$ cat src/rtl/mult_bus_if.sv
// Host handshake and 6502-style peripheral bus bundle for mult_bus_master.
// The master modport is the initiator's view; slave is the host/peripheral view.
interface mult_bus_if;
    logic        start;
    logic [7:0]  op_a;
    logic [7:0]  op_b;
    logic        ready;
    logic        done;
    logic [15:0] result;
    logic        ce;
    logic        rwb;
    logic [1:0]  addr;
    logic [7:0]  d_out;
    logic        d_oe;
    logic [7:0]  d_in;

    modport master (
        input  start, op_a, op_b, d_in,
        output ready, done, result, ce, rwb, addr, d_out, d_oe
    );

    modport slave (
        output start, op_a, op_b, d_in,
        input  ready, done, result, ce, rwb, addr, d_out, d_oe
    );
endinterface

$ cat src/rtl/mult_bus_master.sv
// Bus initiator: writes operands A/B to a multiply peripheral, optionally waits,
// reads the 16-bit product back byte by byte and pulses done.
module mult_bus_master #(
    parameter int unsigned WAIT_CYCLES = 1
) (
    input logic        clk,
    input logic        rst,
    mult_bus_if.master bus
);
    typedef enum logic [2:0] {
        S_IDLE, S_WR_A, S_WR_B, S_WAIT, S_RD_LO, S_RD_HI, S_DONE
    } state_t;

    localparam logic [3:0] WAIT_LOAD = (WAIT_CYCLES > 0) ? 4'(WAIT_CYCLES - 1) : 4'd0;

    state_t      state_q;
    logic [7:0]  op_b_q;
    logic [3:0]  cnt_q;
    logic        ce_q;
    logic        rwb_q;
    logic [1:0]  addr_q;
    logic [7:0]  d_out_q;
    logic        d_oe_q;
    logic        ready_q;
    logic        done_q;
    logic [15:0] result_q;

    // Outputs are registered, so each branch programs the bus for the state it enters.
    always_ff @(posedge clk) begin
        if (rst) begin
            state_q  <= S_IDLE;
            op_b_q   <= 8'h00;
            cnt_q    <= 4'd0;
            ce_q     <= 1'b0;
            rwb_q    <= 1'b1;
            addr_q   <= 2'd0;
            d_out_q  <= 8'h00;
            d_oe_q   <= 1'b0;
            ready_q  <= 1'b1;
            done_q   <= 1'b0;
            result_q <= 16'h0000;
        end else begin
            done_q <= 1'b0;
            case (state_q)
                S_IDLE: begin
                    if (bus.start) begin
                        op_b_q  <= bus.op_b;
                        d_out_q <= bus.op_a;
                        ready_q <= 1'b0;
                        ce_q    <= 1'b1;
                        rwb_q   <= 1'b0;
                        addr_q  <= 2'd0;
                        d_oe_q  <= 1'b1;
                        state_q <= S_WR_A;
                    end
                end
                S_WR_A: begin
                    addr_q  <= 2'd1;
                    d_out_q <= op_b_q;
                    state_q <= S_WR_B;
                end
                S_WR_B: begin
                    rwb_q  <= 1'b1;
                    d_oe_q <= 1'b0;
                    cnt_q  <= WAIT_LOAD;
                    if (WAIT_CYCLES > 0) begin
                        ce_q    <= 1'b0;
                        state_q <= S_WAIT;
                    end else begin
                        addr_q  <= 2'd2;
                        state_q <= S_RD_LO;
                    end
                end
                S_WAIT: begin
                    if (cnt_q == 4'd0) begin
                        ce_q    <= 1'b1;
                        addr_q  <= 2'd2;
                        state_q <= S_RD_LO;
                    end else begin
                        cnt_q <= cnt_q - 4'd1;
                    end
                end
                S_RD_LO: begin
                    result_q[7:0] <= bus.d_in;
                    addr_q        <= 2'd3;
                    state_q       <= S_RD_HI;
                end
                S_RD_HI: begin
                    result_q[15:8] <= bus.d_in;
                    ce_q           <= 1'b0;
                    done_q         <= 1'b1;
                    state_q        <= S_DONE;
                end
                S_DONE: begin
                    ready_q <= 1'b1;
                    state_q <= S_IDLE;
                end
                default: begin
                    ce_q    <= 1'b0;
                    rwb_q   <= 1'b1;
                    d_oe_q  <= 1'b0;
                    ready_q <= 1'b1;
                    state_q <= S_IDLE;
                end
            endcase
        end
    end

    assign bus.ce     = ce_q;
    assign bus.rwb    = rwb_q;
    assign bus.addr   = addr_q;
    assign bus.d_out  = d_out_q;
    assign bus.d_oe   = d_oe_q;
    assign bus.ready  = ready_q;
    assign bus.done   = done_q;
    assign bus.result = result_q;
endmodule

$ cat src/flat_wrapper.sv
// flat-port wrapper written by rule: the top's interface ports become plain ports
module mult_bus_master_flat 
#(
    parameter int unsigned WAIT_CYCLES = 1
)
  (clk, rst, bus_start, bus_op_a, bus_op_b, bus_d_in, bus_ready, bus_done, bus_result, bus_ce, bus_rwb, bus_addr, bus_d_out, bus_d_oe);
  mult_bus_if bus_i ();
  input logic clk;
  input logic rst;
  input wire logic [$bits(bus_i.start)-1:0] bus_start;
  input wire logic [$bits(bus_i.op_a)-1:0] bus_op_a;
  input wire logic [$bits(bus_i.op_b)-1:0] bus_op_b;
  input wire logic [$bits(bus_i.d_in)-1:0] bus_d_in;
  output wire logic [$bits(bus_i.ready)-1:0] bus_ready;
  output wire logic [$bits(bus_i.done)-1:0] bus_done;
  output wire logic [$bits(bus_i.result)-1:0] bus_result;
  output wire logic [$bits(bus_i.ce)-1:0] bus_ce;
  output wire logic [$bits(bus_i.rwb)-1:0] bus_rwb;
  output wire logic [$bits(bus_i.addr)-1:0] bus_addr;
  output wire logic [$bits(bus_i.d_out)-1:0] bus_d_out;
  output wire logic [$bits(bus_i.d_oe)-1:0] bus_d_oe;
  assign bus_i.start = bus_start;
  assign bus_i.op_a = bus_op_a;
  assign bus_i.op_b = bus_op_b;
  assign bus_i.d_in = bus_d_in;
  assign bus_ready = bus_i.ready;
  assign bus_done = bus_i.done;
  assign bus_result = bus_i.result;
  assign bus_ce = bus_i.ce;
  assign bus_rwb = bus_i.rwb;
  assign bus_addr = bus_i.addr;
  assign bus_d_out = bus_i.d_out;
  assign bus_d_oe = bus_i.d_oe;
  mult_bus_master #(.WAIT_CYCLES(WAIT_CYCLES)) u_core (.clk(clk), .rst(rst), .bus(bus_i));
endmodule
$ cat config.mk
export PLATFORM = sky130hd
export DESIGN_NAME = mult_bus_master_flat
export DESIGN_NICKNAME = d
export VERILOG_FILES = /design/src/rtl/mult_bus_if.sv /design/src/rtl/mult_bus_master.sv /design/src/flat_wrapper.sv
export SDC_FILE = /design/constraint.sdc
export NUM_CORES = 1
export LEC_CHECK = 0
export ABC_AREA = 1
export BUFFER_PORTS_ARGS = -buffer_cell sky130_fd_sc_hd__buf_2
export CAP_MARGIN = 20
export CELL_PAD_IN_SITES_DETAIL_PLACEMENT = 1
export CELL_PAD_IN_SITES_GLOBAL_PLACEMENT = 1
export CORE_ASPECT_RATIO = 0.6
export CORE_MARGIN = 1.5
export CORE_UTILIZATION = 38
export CTS_CLUSTER_SIZE = 14
export DETAILED_ROUTE_END_ITERATION = 8
export GPL_TIMING_DRIVEN = 0
export PLACE_DENSITY_LB_ADDON = 0.05
export SETUP_SLACK_MARGIN = 0.02
export SLEW_MARGIN = 20
export SYNTH_ARGS = -nofsm -noshare
export SYNTH_HDL_FRONTEND = slang
export SYNTH_SLANG_ARGS = --single-unit
$ cat constraint.sdc
create_clock -name clk -period 2 [get_ports clk]
set_input_delay 0.1 -clock clk [delete_from_list [all_inputs] [get_ports clk]]
set_output_delay 0.1 -clock clk [all_outputs]
set_load 0.01 [all_outputs]
# Word-level counts from Yosys, hierarchy flattened
# Index checks and enable logic that the tools add are counted.
[totals]
inputBits = 27
memories = 0
elab_cells = 59
ram_bits = 0
register_bits = 46
out_inout_bits = 31
romBits = 0
latchBits = 0
[classes]
mux = 18
bitwise_logic = 3
shift = 0
n_reduce_logical = 16
multipliers = 0
n_div = 0
addsub = 1
eq_ne = 9
order_cmp = 0
[ops]
columns = ["op", "count"]
rows = [
  ["one-hot mux 3 bit (6 select lines)", 1],
  ["one-hot mux 8 bit (2 select lines)", 1],
  ["AND reduction 2 bit", 6],
  ["OR reduction 5 bit", 2],
  ["equality test 3 bit (second input constant)", 3],
  ["two-way mux 8 bit", 1],
  ["one-hot mux 2 bit (4 select lines)", 1],
  ["one-hot mux 4 bit (2 select lines)", 1],
  ["equality test 3 x 2 -> 1 bit (second input constant)", 2],
  ["two-way mux 3 bit", 2],
  ["one-hot mux 1 bit (2 select lines)", 3],
  ["AND reduction 3 bit", 2],
  ["logical NOT 4 bit", 1],
  ["two-way mux 1 bit", 4],
  ["two-way mux 2 bit", 2],
  ["two-way mux 4 bit", 1],
  ["!= test 2 bit (second input constant)", 2],
  ["nonzero test 2 bit", 2],
  ["nonzero test 4 bit", 1],
  ["subtractor 4 x 1 -> 4 bit (second input constant)", 1],
  ["equality test 3 x 1 -> 1 bit (second input constant)", 1],
  ["logical NOT 3 bit", 1],
  ["NOT 1 bit", 3],
  ["one-hot mux 1 bit (3 select lines)", 1],
  ["other kinds (2)", 2],
]

# Depth between registers and ports, before layout
# Gate-level depths: netlist of the first run.
[logic_depth]
word_depth = 4
mapped_depth = 8
ltp_nobuf = 8

# Worst setup path after synthesis of the first run
# Ideal clock, no wire load.
[synth_timing]
path_kind = "flip-flop to flip-flop"
from = "register u_core.state_q[2]"
to = "register u_core.rwb_q (netlist: u_core.bus.rwb)"
required_time_ps = 1874
path_buffers = 2
arrival_time_ps = 1105
period_less_slack_ps = 1232
path_stages_with_launch = 8
setup_ps = 126
setup_slack_ps = 768
path_cell_list = "dfxtp_1 > buf_2 > nand2_1 > nor2_2 > inv_1 > buf_2 > nand4_1 > nand3_1"
[synth_between]
elab_chain_cells = 4
elab_cells_between_ends = 11
classes_between = "6 x eq/ne; 1 x mux; 1 x bitwise; 3 x reduce/logical"
[synth_rtl]
columns = ["item", "line", "source"]
rows = [
  ["from (decl)", "mult_bus_master.sv:16", "state_t state_q;"],
  ["from (signal assigned)", "mult_bus_master.sv:31", "state_q <= S_IDLE;"],
  ["from (signal assigned)", "mult_bus_master.sv:54", "state_q <= S_WR_A;"],
  ["from (signal assigned)", "mult_bus_master.sv:60", "state_q <= S_WR_B;"],
  ["equality test 3 bit (tied with other cells)", "mult_bus_master.sv:44", "case (state_q)"],
  ["OR reduction 5 bit (no source line)", "-", ""],
  ["NOT 1 bit (no source line)", "-", ""],
  ["AND reduction 2 bit (no source line)", "-", ""],
  ["to (signal assigned)", "mult_bus_master.sv:35", "rwb_q <= 1'b1;"],
  ["to (signal assigned)", "mult_bus_master.sv:51", "rwb_q <= 1'b0;"],
  ["to (signal assigned)", "mult_bus_master.sv:63", "rwb_q <= 1'b1;"],
  ["to (decl)", "mult_bus_master.sv:20", "logic rwb_q;"],
]
# Parallel ways exist; a longest one is shown, timed or not.
# A chain may end at the register's enable or synchronous reset.

# Final worst setup path of the first run
[layout_timing]
from = "register u_core.state_q[0]"
to = "register u_core.rwb_q (netlist: u_core.bus.rwb)"
# The elaborated chain is that of the path after synthesis.

==> results.cfg, run 1 <==
[status]
status = finished clean

[power_and_ir_drop]
vdd_drop_max_mv = 0.3388
intPower_w = 0.001524
powerDensity_nw_per_um2 = 1028
leakage_nw = 1.119
clockPowerShare_pct = 23.5
net-switching-power_w = 0.0008443
swShare_pct = 35.64
seqPwrFrac_pct = 46.8
comb_power_share_pct = 29.7

[layout]
layout.cells.non_filler = 378
n_antenna_cell = 0
area_delta_synth_final_pct = 23.46
layout-drive-gt1-share_pct = 24.76
final_common_cell = buf_2
final_cell_mix = 62 x buf_2, 46 x dfxtp_1, 42 x nor2_1, 41 x nand2_1, 27 x o21ai_0
nets = 344

[place]
preCtsSetupSlack_ps = 419.9
place_inst = 371
dpl.hpwl_um = 3973
io_buffers = 56
gp_congestion = 0.7642

[clock_tree]
clk_latency_ps = 300
cts_buffers = 5
clkTransAtPathRegs_ps = 90
clock-sinks = 46
clockRootBuffer = clkbuf_8
cts_hold_buf = 0
clock_path_buffers = 2
cts_tree = built
cts-resized-gates = 0
h-tree-depth = 2
post-cts-setup-buffers = 0

[grt]
grtUsageTotal_pct = 22.08
gr-max-usage-layer = met1
grt_pass1_wl_um = 8942
gr-usage-met2_pct = 30.75
grt_max_degree = 14
grt_pass1_vias = 1820
grt_antenna_before_repair = 0
overflow = 0
grt_util_met3_pct = 6.933
grt.met1_usage_pct = 32.34

[detailed_routing]
routed_wl_um = 5343
vias = 1873
firstDrtPassIters = 4
drt_iter0_drc = 80
drtAntennaViolNets = 0
drc = 0
wl_per_cell_um = 14.13
viasPerCell = 4.955

[synth]
synth_nets = 281
synth.yosys.warnings = 0
ys_ff_latch = 46
synth_area_per_cell_um2 = 7.408
ys_types = 22
synthCells = 252
syn_area_um2 = 1867
ys_seq_area_share_pct = 49.33

[hold_path]
hp-class = in2reg
hold-path-cell-count = 3
hp-start = bus_d_in[1]
hold_end = u_core.bus.result[9]

[worst_setup_path]
critPathCaptureType = flop
crit_required_ps = 2180
cp-start-kind = flop
reg2reg_depth = 7
arrival_ps = 1770
r2r-end = u_core.bus.rwb
timing.rr.start = u_core.state_q[0]
critical_path_class = reg2reg
cp_max_fo = 10
r2r_slack_ps = 410

[floorplanning]
rows = 19
start_util_pct = 40.27
fp.dieH_um = 57.29
die_area_um2 = 5356
core-area_um2 = 4636
dieWidth_um = 93.49
io_pins = 58

[sta]
rsz0062_at_grt = no
final-hold-violation-count = 0
fmax_mhz = 629.4
slew_headroom_pct = 66.28
skew_ps = 3.898
timing.final.crit_share_pct = 79.44
worstMarginPinSlew_ps = 505.8
whs_ps = 34.05
tns_ps = 0
slew_violations = 0
setup_viol = 0
post-route-min-period_ps = 1589
setup_slack_ps = 411.2

[flow_run]
max-cap-violations = 0
[layer usage]
layer / share of wire, % / wire [um]
met5: 0 / 0
met4: 1.1 / 57
met3: 5.4 / 291
met2: 41 / 2208
met1: 52 / 2785
[cell usage after synthesis]
cell type | number | area share [%]
dfxtp_1 | 46 | 49
a31oi_1 | 1 | 0.34
o21ai_1 | 6 | 1.6
nor2_1 | 42 | 8.4
nand2_2 | 1 | 0.34
xnor2_1 | 1 | 0.47
nand4_1 | 1 | 0.34
a21oi_1 | 25 | 6.7
nand3_2 | 1 | 0.54
nand3_4 | 1 | 0.94
buf_2 | 6 | 1.6
nand3_1 | 20 | 5.4
nor2_2 | 2 | 0.67
buf_4 | 2 | 0.80
nor3_1 | 2 | 0.54
inv_1 | 18 | 3.6
ha_1 | 2 | 1.3
or2_0 | 1 | 0.34
inv_2 | 2 | 0.40
nand2_1 | 41 | 8.2
clkbuf_1 | 4 | 0.80
o21ai_0 | 27 | 7.2
[state kept, by name (all words and copies together) (netlist names)]
register	cells
u_core.bus.d_out	8
u_core.bus.rwb	1
u_core.bus.addr	2
u_core.op_b_q	8
u_core.bus.result	16
u_core.bus.done	1
u_core.bus.ready	1
u_core.cnt_q	4
u_core.bus.d_oe	1
u_core.state_q	3
u_core.bus.ce	1
[through the flow]
stage	area, um^2	util (%)	power [W]
floorplan	1867	-	0.001584
global placement	2226	48.02	0.001803
detailed placement	2226	48.02	0.001828
CTS	2305	49.72	0.002376
global route	2305	49.72	0.002529
finish	2305	49.72	0.002369
[power by group through the flow]
stage                     combinational [W]  clock [W]  sequential [W]
after floorplan                    0.000427          0         0.00116
after global placement             0.000678          0         0.00112
after detailed placement           0.000698          0         0.00113
after CTS                          0.000706   0.000561         0.00111
after global routing               0.000800   0.000606         0.00112
final                              0.000704   0.000557         0.00111
[how the worst max path moves through the flow]
stage	slack, ps	start	end
after floorplan	770	u_core.state_q[2]	u_core.bus.rwb
after global placement	430	u_core.state_q[2]	u_core.bus.rwb
after detailed placement	420	u_core.state_q[0]	u_core.bus.rwb
after CTS	390	u_core.state_q[0]	u_core.bus.rwb
after global routing	270	u_core.state_q[0]	u_core.bus.rwb
final	410	u_core.state_q[0]	u_core.bus.rwb
[worst max-delay path: stages, from the launching register on]
cell and delay [ps]:
dfxtp_1 320, buf_4 190, nand2_1 130, nor2_2 330
inv_1 100, buf_2 200, nand4_1 120, nand3_1 80
[layout make-up]
| class | count | area [um^2] |
|---|---|---|
| timing repair buffer | 56 | 280.3 |
| clock inverter | 2 | 10.01 |
| fill | 630 | 2331 |
| buffer | 12 | 60.06 |
| multi-input combinational | 174 | 810.8 |
| sequential | 46 | 920.9 |
| inverter | 20 | 75.07 |
| tap | 63 | 78.83 |
| clock buffer | 5 | 68.82 |
[kinds of logic (layout without fill, tap and decap cells)]
| family | Yosys count | count (layout) | share of synthesized area [%] |
|---|---|---|---|
| AND/OR/NAND/NOR | 112 | 112 | 25.74 |
| XOR/XNOR | 1 | 1 | 0.4693 |
| flip-flops | 46 | 46 | 49.33 |
| adder cells (fa/ha/maj) | 2 | 2 | 1.340 |
| AO/OA/AOI/OAI | 59 | 59 | 15.89 |
| buffers and inverters | 32 | 95 | 7.238 |
Power figures use the tool's default switching activity.
==> run 2: changes to the inputs <==
--- a/config.mk
+++ b/config.mk
@@ -12,7 +12,7 @@
 export CELL_PAD_IN_SITES_GLOBAL_PLACEMENT = 1
 export CORE_ASPECT_RATIO = 0.6
 export CORE_MARGIN = 1.5
-export CORE_UTILIZATION = 38
+export CORE_UTILIZATION = 32
 export CTS_CLUSTER_SIZE = 14
 export DETAILED_ROUTE_END_ITERATION = 8
 export GPL_TIMING_DRIVEN = 0
==> constraint.sdc (replaced) <==
create_clock -name clk -period 1.4 [get_ports clk]
set_input_delay 0.07 -clock clk [delete_from_list [all_inputs] [get_ports clk]]
set_output_delay 0.07 -clock clk [all_outputs]
set_load 0.01 [all_outputs]
==> run 2 against run 1 <==
Cell count grew 6.6%. Largest cell class unchanged. Total power grew 52%. Routed wire length grew 2.5%.
==> results.cfg, run 2 (same netlist as run 1, synthesis figures left out) <==
[clock_tree]
cts_hold_buf = 0
clkTransAtPathRegs_ps = 80
clock-sinks = 46
clk_latency_ps = 290
clock_path_buffers = 2
h-tree-depth = 2
cts_buffers = 5
cts_tree = built
clockRootBuffer = clkbuf_8

[floorplanning]
fp.dieH_um = 62.16
dieWidth_um = 101.6
rows = 21
core-area_um2 = 5597
die_area_um2 = 6316
start_util_pct = 33.36
io_pins = 58

[place]
preCtsSetupSlack_ps = -142.4
io_buffers = 56
dpl.hpwl_um = 3855
gp_congestion = 0.7641

[detailed_routing]
drtAntennaViolNets = 0
viasPerCell = 4.630
wl_per_cell_um = 13.59
firstDrtPassIters = 4
top_layer_used = met4
wl_met1_um = 2910
drc = 0
drt_iter0_drc = 63
routed_wl_um = 5476
routed-wl-met2_um = 2232
vias = 1866
wl_met3_um = 287

[sta]
tns_ps = 0
whs_ps = 14.48
rsz0062_at_grt = no
skew_ps = 5.214
slew_headroom_pct = 60.48
setup_viol = 0
post-route-min-period_ps = 1325
slew_violations = 0
worstMarginPinSlew_ps = 592.7
fmax_mhz = 754.4
final-hold-violation-count = 0
setup_slack_ps = 74.52
timing.final.crit_share_pct = 94.68

[worst_setup_path]
crit_required_ps = 1630
cp-start-kind = flop
cp_max_fo = 8
critical_path_class = reg2reg
critPathCaptureType = flop
arrival_ps = 1550

[grt]
grtUsageTotal_pct = 17.76
overflow = 0
grt_pass1_vias = 1787
grt_pass1_wl_um = 8673
grt_antenna_before_repair = 0
grt_max_degree = 14

[layout]
nFillCells = 746
regArea_um2 = 925.9
n_antenna_cell = 0
layout-drive-gt1-share_pct = 28.79
final_cell_mix = 58 x buf_2, 44 x dfxtp_1, 41 x nor2_1, 37 x nand2_1
final_common_cell = buf_2
area_delta_synth_final_pct = 33.71
nets = 352
multiInputGateArea_um2 = 850.8
largest_register_ffs = 16

[power_and_ir_drop]
powerDensity_nw_per_um2 = 1440
p_total_w = 0.003594
vdd_drop_max_mv = 0.4533
leakage_nw = 1.183

[hold_path]
hp-class = in2reg

[flow_run]
max-cap-violations = 0

[status]
status = finished clean
==> run 2: cell types whose count changed in the layout (fill, tap and decap cells not counted), sizes merged <==
cell      delta
clkinv       -2
clkbuf       +2
buf          +7
clkinvlp     +1
==> run 2: metal layers <==
layer  GRT usage [%]  up-vias
li1                -      959
met1           26.65      866
met2           23.83       37
met3           5.968        4
met4           4.688        0
met5               0        -
==> run 2: final timing paths <==
kind | start | to | slack [ps] | cells past startpoint
worst min-delay path | bus_d_in[3] | u_core.bus.result[11] | 10 | 3
worst max-delay path | u_core.state_q[2] | u_core.bus.d_out[0] | 70 | 7
worst min register to register | u_core.cnt_q[0] | u_core.cnt_q[0] | 440 | 1
worst max register to register | u_core.state_q[2] | u_core.bus.d_out[0] | 70 | 7
==> run 2: critical path, cell delays in order (launching register included) <==
cell,delay (ps)
dfxtp_1,300
buf_4,170
inv_6,100
nand3_4,140
clkbuf_16,200
o21ai_1,160
nand2_1,70
a21oi_1,110
==> run 2: where the power goes <==
group          switching, W  total [W]  internal (W)
clock network      0.000427   0.000770      0.000343
logic              0.000713    0.00123      0.000519
registers         0.0000968    0.00159       0.00149
==> run 2: layout make-up <==
class,count,share of cell area (%)
repair buffers,64,14.84
clock buffers,6,2.907
well taps,80,4.010
multi-input cells,174,34.09
plain buffers,12,3.559
flip-flops and latches,46,37.09
clock inverters,1,0.3008
inverters,20,3.208
==> run 2: what timing repair did <==
item / CTS / global route
endpoints found under the setup margin: 22 / 34
gates cloned: 0 / 1
setup buffers: 1 / 6
pin swaps: 1 / 3
gates resized for setup: 7 / 23
==> run 2: metrics by stage <==
step / utilization, % / cell area (um^2) / cells
after floorplan: - / 1867 / 252
after detailed placement: 40.15 / 2247 / 388
after CTS: 42.14 / 2359 / 396
after global routing: 44.60 / 2496 / 403
final: 44.60 / 2496 / 403
after global placement: 40.15 / 2247 / 388
